===== config.mk =====
export PLATFORM = sky130hd
export DESIGN_NAME = regfile_dumper
export DESIGN_NICKNAME = d
export VERILOG_FILES = /design/src/rtl/regfile_dumper.sv
export SDC_FILE = /design/constraint.sdc
export NUM_CORES = 1
export LEC_CHECK = 0
export ABC_CLOCK_PERIOD_IN_PS = 2020
export CAP_MARGIN = 40
export CORE_AREA = 4 4 91 102
export CTS_BUF_LIST = sky130_fd_sc_hd__clkbuf_16
export DETAILED_ROUTE_END_ITERATION = 12
export DIE_AREA = 0 0 95 106
export GPL_TIMING_DRIVEN = 0
export PLACE_DENSITY_LB_ADDON = 0.12
export SLEW_MARGIN = 15
export SYNTH_ARGS = -nofsm -noshare
export SYNTH_HDL_FRONTEND = slang
export SYNTH_SLANG_ARGS = --single-unit

===== constraint.sdc =====
create_clock -name clk_i -period 2.02 [get_ports clk_i]
set_input_delay 0.505 -clock clk_i [delete_from_list [all_inputs] [get_ports clk_i]]
set_output_delay 0.505 -clock clk_i [all_outputs]
set_load 0.005 [all_outputs]

===== src/rtl/regfile_dumper.sv =====
// regfile_dumper: walks a dual-read-port register file in pairs and streams
// each register's (address, value) over a valid/ready interface.
// Optional feature macro: DUMP_CHECKSUM_EN adds a running XOR of accepted beats.
module regfile_dumper #(
  parameter int unsigned XLEN  = 32,
  parameter int unsigned AW    = 5,
  parameter int unsigned NREGS = 32
) (
  input  logic            clk_i,
  input  logic            rst_ni,
  input  logic            start_i,
  output logic            busy_o,
  output logic            done_o,
  output logic [AW-1:0]   a1_o,
  output logic [AW-1:0]   a2_o,
  input  logic [XLEN-1:0] rd1_i,
  input  logic [XLEN-1:0] rd2_i,
  output logic            out_valid_o,
  input  logic            out_ready_i,
  output logic [AW-1:0]   out_addr_o,
  output logic [XLEN-1:0] out_data_o
`ifdef DUMP_CHECKSUM_EN
  ,
  output logic [XLEN-1:0] checksum_o
`endif
);

  typedef enum logic [2:0] {StIdle, StRead, StSend0, StSend1, StDone} state_e;

  // Base of the final pair; avoids an AW-bit overflow when comparing ptr+2 to NREGS.
  localparam logic [AW-1:0] LastPtr = AW'(NREGS - 2);

  state_e          state_q;
  logic [AW-1:0]   ptr_q;
  logic [XLEN-1:0] buf1_q;
  logic            busy_q;
  logic            done_q;
  logic [AW-1:0]   a1_q;
  logic [AW-1:0]   a2_q;
  logic            valid_q;
  logic [AW-1:0]   addr_q;
  // data_q also serves as the even-register capture (buf0); only registered
  // values ever reach out_data, so there is no path from RD1/RD2 to the output.
  logic [XLEN-1:0] data_q;
`ifdef DUMP_CHECKSUM_EN
  logic [XLEN-1:0] checksum_q;
`endif

  // Dump sequencer: state, pair pointer, capture buffer and registered outputs.
  always_ff @(posedge clk_i) begin
    if (!rst_ni) begin
      state_q    <= StIdle;
      ptr_q      <= '0;
      buf1_q     <= '0;
      busy_q     <= 1'b0;
      done_q     <= 1'b0;
      a1_q       <= '0;
      a2_q       <= '0;
      valid_q    <= 1'b0;
      addr_q     <= '0;
      data_q     <= '0;
`ifdef DUMP_CHECKSUM_EN
      checksum_q <= '0;
`endif
    end else begin
      done_q <= 1'b0;
      case (state_q)
        StIdle: begin
          if (start_i) begin
            state_q    <= StRead;
            ptr_q      <= '0;
            busy_q     <= 1'b1;
            a1_q       <= '0;
            a2_q       <= AW'(1);
`ifdef DUMP_CHECKSUM_EN
            checksum_q <= '0;
`endif
          end
        end
        StRead: begin
          // Snapshot both registers of the pair on this edge.
          data_q  <= rd1_i;
          buf1_q  <= rd2_i;
          addr_q  <= ptr_q;
          valid_q <= 1'b1;
          a1_q    <= '0;
          a2_q    <= '0;
          state_q <= StSend0;
        end
        StSend0: begin
          if (out_ready_i) begin
            addr_q     <= ptr_q + AW'(1);
            data_q     <= buf1_q;
`ifdef DUMP_CHECKSUM_EN
            checksum_q <= checksum_q ^ data_q;
`endif
            state_q    <= StSend1;
          end
        end
        StSend1: begin
          if (out_ready_i) begin
            valid_q    <= 1'b0;
`ifdef DUMP_CHECKSUM_EN
            checksum_q <= checksum_q ^ data_q;
`endif
            if (ptr_q == LastPtr) begin
              state_q <= StDone;
              busy_q  <= 1'b0;
              done_q  <= 1'b1;
            end else begin
              ptr_q   <= ptr_q + AW'(2);
              a1_q    <= ptr_q + AW'(2);
              a2_q    <= ptr_q + AW'(3);
              state_q <= StRead;
            end
          end
        end
        // start is deliberately not sampled here.
        StDone: begin
          state_q <= StIdle;
        end
        default: begin
          state_q <= StIdle;
        end
      endcase
    end
  end

  assign busy_o      = busy_q;
  assign done_o      = done_q;
  assign a1_o        = a1_q;
  assign a2_o        = a2_q;
  assign out_valid_o = valid_q;
  assign out_addr_o  = addr_q;
  assign out_data_o  = data_q;
`ifdef DUMP_CHECKSUM_EN
  assign checksum_o  = checksum_q;
`endif

endmodule


==> run summary <==
* 2.28 ns — CP required
* 0 — number of antenna cells inserted
* 626 — placed cell count
* 0 — hold-fix buffers at CTS
* 35 — # rows
* 0 — setup violation total in the final timing report
* 47.79% — sequential-to-total area share from yosys stat
* 0 — fin. max-slew vios
* 0.008233 sq mm — core area
* 400 — Gate Count Post-Synth
* 2.19 ns — CP Data Arrival Time
* 3 — depth of the CTS H-tree
* finished clean — run status
* clkdlybuf4s50_1 — slowest stage cell on the critical path
* 596 — Final #Nets
* a1_o[1]$_SDFFE_PN0P_ — capture endpoint of the worst hold path
* 0 — number of setup buffers added after CTS
* 118 — number of top-level design ports
* a1_o[1]$_SDFFE_PN0P_ — critical hold path startpoint
* 516.4 MHz — highest clock frequency the design can meet
* 3,285 — number of global-route vias before repair
* 0.005019 sq mm — standard cell area after detailed placement
* 6.238% — share of final-layout standard cells stronger than drive strength 1
* 6 — Worst R2R Path Depth
* start_i — start point of the critical path
* 0 — warnings from Yosys
* 1.936 ns — post-layout minimum cycle time
* reg2reg — type of the most critical hold path
* 89 — clock sink total
* 0 — number of gates given a new drive strength after cts
* 115 — count of buffers inserted at the top-level ports
* 0 — Maximum Capacitance Violations
* 0.27 ns — setup slack of the worst register-to-register path
* 106 um — height of the die
* 2 — Clock Path Buffers
* 95 um — die width
* built — TritonCTS clock tree
* clkdlybuf4s50_1 > or3b_4 > a21o_1 > or3_1 > a21boi_1 — cells along the critical path
* 118 x nand2_1, 115 x clkdlybuf4s50_1, 89 x dfxtp_1, 45 x a21boi_0, 34 x o211a_1 — most frequent cells in the layout
* 0 — initial antenna violation count
* clkbuf_16 — buffer type at the clock tree root
* out_data_o[18]$_SDFFE_PN0P_ — endpoint of the lowest-slack register-to-register path
* 0.002290 uW — P_leak
* 9 — Num CTS Buffers
* 470 — Mapped Nets
* 3,270 — Vias
* flip-flop — category of the worst setup path capture point
* 89 — register bit count reported by yosys
* 838.8 mW/mm^2 — Cell Pwr Density
* 95.86% — crit share post-route
* in2reg — critical path start-end classification
* 4462 uW — total power consumption of the routed design
* state_q[2]$_SDFFE_PN0P_ — critical register-to-register path startpoint
* 1 — number of buffer and inverter stages on the critical path
* 0.003729 sq mm — cell area after synthesis
* 0 — final hold vios
* 5.109 — mean number of vias per cell
* 0 — Final ANT Viol Nets
* 0.01007 sq mm — die area
* 0.004382 ns — Clock Skew
* 5 — total stage count of the critical path
* 4 — number of optimization iterations in the first detailed-route pass
* 7 — Worst Path Max Fanout
* 2 — number of cells on the worst hold path
* nand2_1 — commonest non-fill, non-tap cell in the layout
* 0.005319 sq mm — design area
* 0.51 ns — peak per-stage delay on the critical path
* simple AND/OR/NAND/NOR gates — gate family responsible for the most delay along the worst path
* 15.74 mm — global-route wire length before repair
* 19.85% — total routing resource utilization after global routing
* 0.7534 — Final GP Congestion
* 0.4878 mV — maximum resistive drop on vdd
* 9.321 sq um — mean instance size in the synthesized netlist
* 0.5771 ns — transition time at the pin with the least slew margin
* no — setup repair after global routing missed its margin
* 7.030 mm — half-perimeter wire length after placement
* 64.60% — share of the core filled with cells in the final layout
* 14 — pin count of the biggest net entering global routing
* 34 — distinct cell type count of the synthesized netlist
* 45.29% — starting density of the core
* 61.52% — worst rel slew slack
* 15.06 um — final routed wire length divided by cell count
* 640 — non-filler instance count after layout
* 89 — DR iter-0 viols
* 9.640 mm — total wirelength of the detailed-routed design
* 0.06 ns — CTS clock-pin slew for the worst setup and hold paths
* input pin — Setup crit start kind
* 42.65% — Synth-to-Final Area Change
* 0.33 ns — clock insertion delay at the later pin of the skew report
* 0 — leftover overflow at the end of global routing
* 0 — post-route DRC violation count
==> through the flow <==
step                      setup slack (ns)  hold slack (ns)  TNS [ns]
final                              0.08369           0.4532         0
after global routing               0.06655           0.4736         0
after CTS                           0.1111           0.4560         0
after detailed placement           -0.2166           0.4486   -0.6004
after global placement             -0.2181           0.4342   -0.5984
after floorplan                     0.4105           0.4384         0
==> cells in the mapped netlist, drive strengths merged <==
| master | instances | area [sq um] |
|---|---|---|
| a211o | 1 | 10.01 |
| a21boi | 47 | 352.8 |
| a21o | 3 | 22.52 |
| a21oi | 4 | 20.02 |
| a22oi | 2 | 15.01 |
| and3 | 2 | 12.51 |
| and3b | 1 | 8.760 |
| and4b | 1 | 10.01 |
| buf | 14 | 91.33 |
| clkbuf | 18 | 67.56 |
| dfxtp | 89 | 1782 |
| ha | 2 | 25.02 |
| inv | 2 | 7.510 |
| mux2 | 1 | 11.26 |
| mux2i | 32 | 320.3 |
| nand2 | 118 | 442.9 |
| nand3 | 3 | 15.01 |
| nand3b | 3 | 22.52 |
| nand4 | 1 | 6.260 |
| nor2 | 6 | 22.52 |
| nor2b | 2 | 12.51 |
| nor3b | 2 | 20.02 |
| nor4bb | 2 | 20.02 |
| o211a | 34 | 340.3 |
| o21a | 1 | 7.510 |
| o21ai | 3 | 15.01 |
| or2 | 1 | 6.260 |
| or3 | 2 | 12.51 |
| or3b | 1 | 11.26 |
| xor2 | 2 | 17.52 |
==> tightest hold or removal path, cell delays in order (launching register included) <==
cell	delay (ns)
dfxtp_1	0.31
nand2_1	0.05
a21boi_1	0.05
==> logic make-up after synthesis <==
logic type | after synthesis | share of synthesized area (%)
muxes | 33 | 8.893
adders and majority gates | 2 | 0.6710
and+or+nand+nor | 145 | 16.71
DFF | 89 | 47.79
AOI/OAI and AO/OA | 95 | 21.01
xor gates and xnor gates | 2 | 0.4699
buffers and inverters | 34 | 4.463
==> worst max-delay path by stage <==
| stage | endpoint | slack, ns |
|---|---|---|
| after detailed placement | a2_o[1]$_SDFFE_PN0P_ | -0.22 |
| after CTS | a2_o[1]$_SDFFE_PN0P_ | 0.11 |
| after floorplan | a1_o[1]$_SDFFE_PN0P_ | 0.41 |
| final | a2_o[1]$_SDFFE_PN0P_ | 0.08 |
| after global routing | a1_o[1]$_SDFFE_PN0P_ | 0.07 |
| after global placement | a1_o[1]$_SDFFE_PN0P_ | -0.22 |
==> flip-flops by register name, summed over array words and instances, names as in the netlist <==
signal,count
done_o,1
state_q,3
out_data_o,32
ptr_q,4
out_valid_o,1
busy_o,1
buf1_q,32
out_addr_o,5
a2_o,5
a1_o,5
==> per-layer routing <==
metal | wire (um) | track usage, % | part of all wire, % | up-vias
li1 | - | - | - | 1629
met1 | 4108 | 24.36 | 43 | 1536
met2 | 4773 | 33.60 | 50 | 92
met3 | 627 | 5.732 | 6.5 | 13
met4 | 130 | 5.464 | 1.3 | 0
met5 | 0 | 0 | 0 | -
==> cell type report <==
class / instances / area [sq um]
clock buffers: 9 / 225.2
inverters: 2 / 7.507
multi-input cells: 277 / 1780
well taps: 111 / 138.9
flip-flops and latches: 89 / 1782
repair buffers: 115 / 1151
plain buffers: 32 / 160.2
clock inverters: 5 / 73.82
fillers: 729 / 2914
==> power by group <==
| part | internal [uW] | switching (uW) |
|---|---|---|
| sequential | 1890 | 71.1 |
| combinational | 463 | 352 |
| clock | 1060 | 625 |
| total | 3410 | 1050 |
Power figures use the tool's default switching activity.
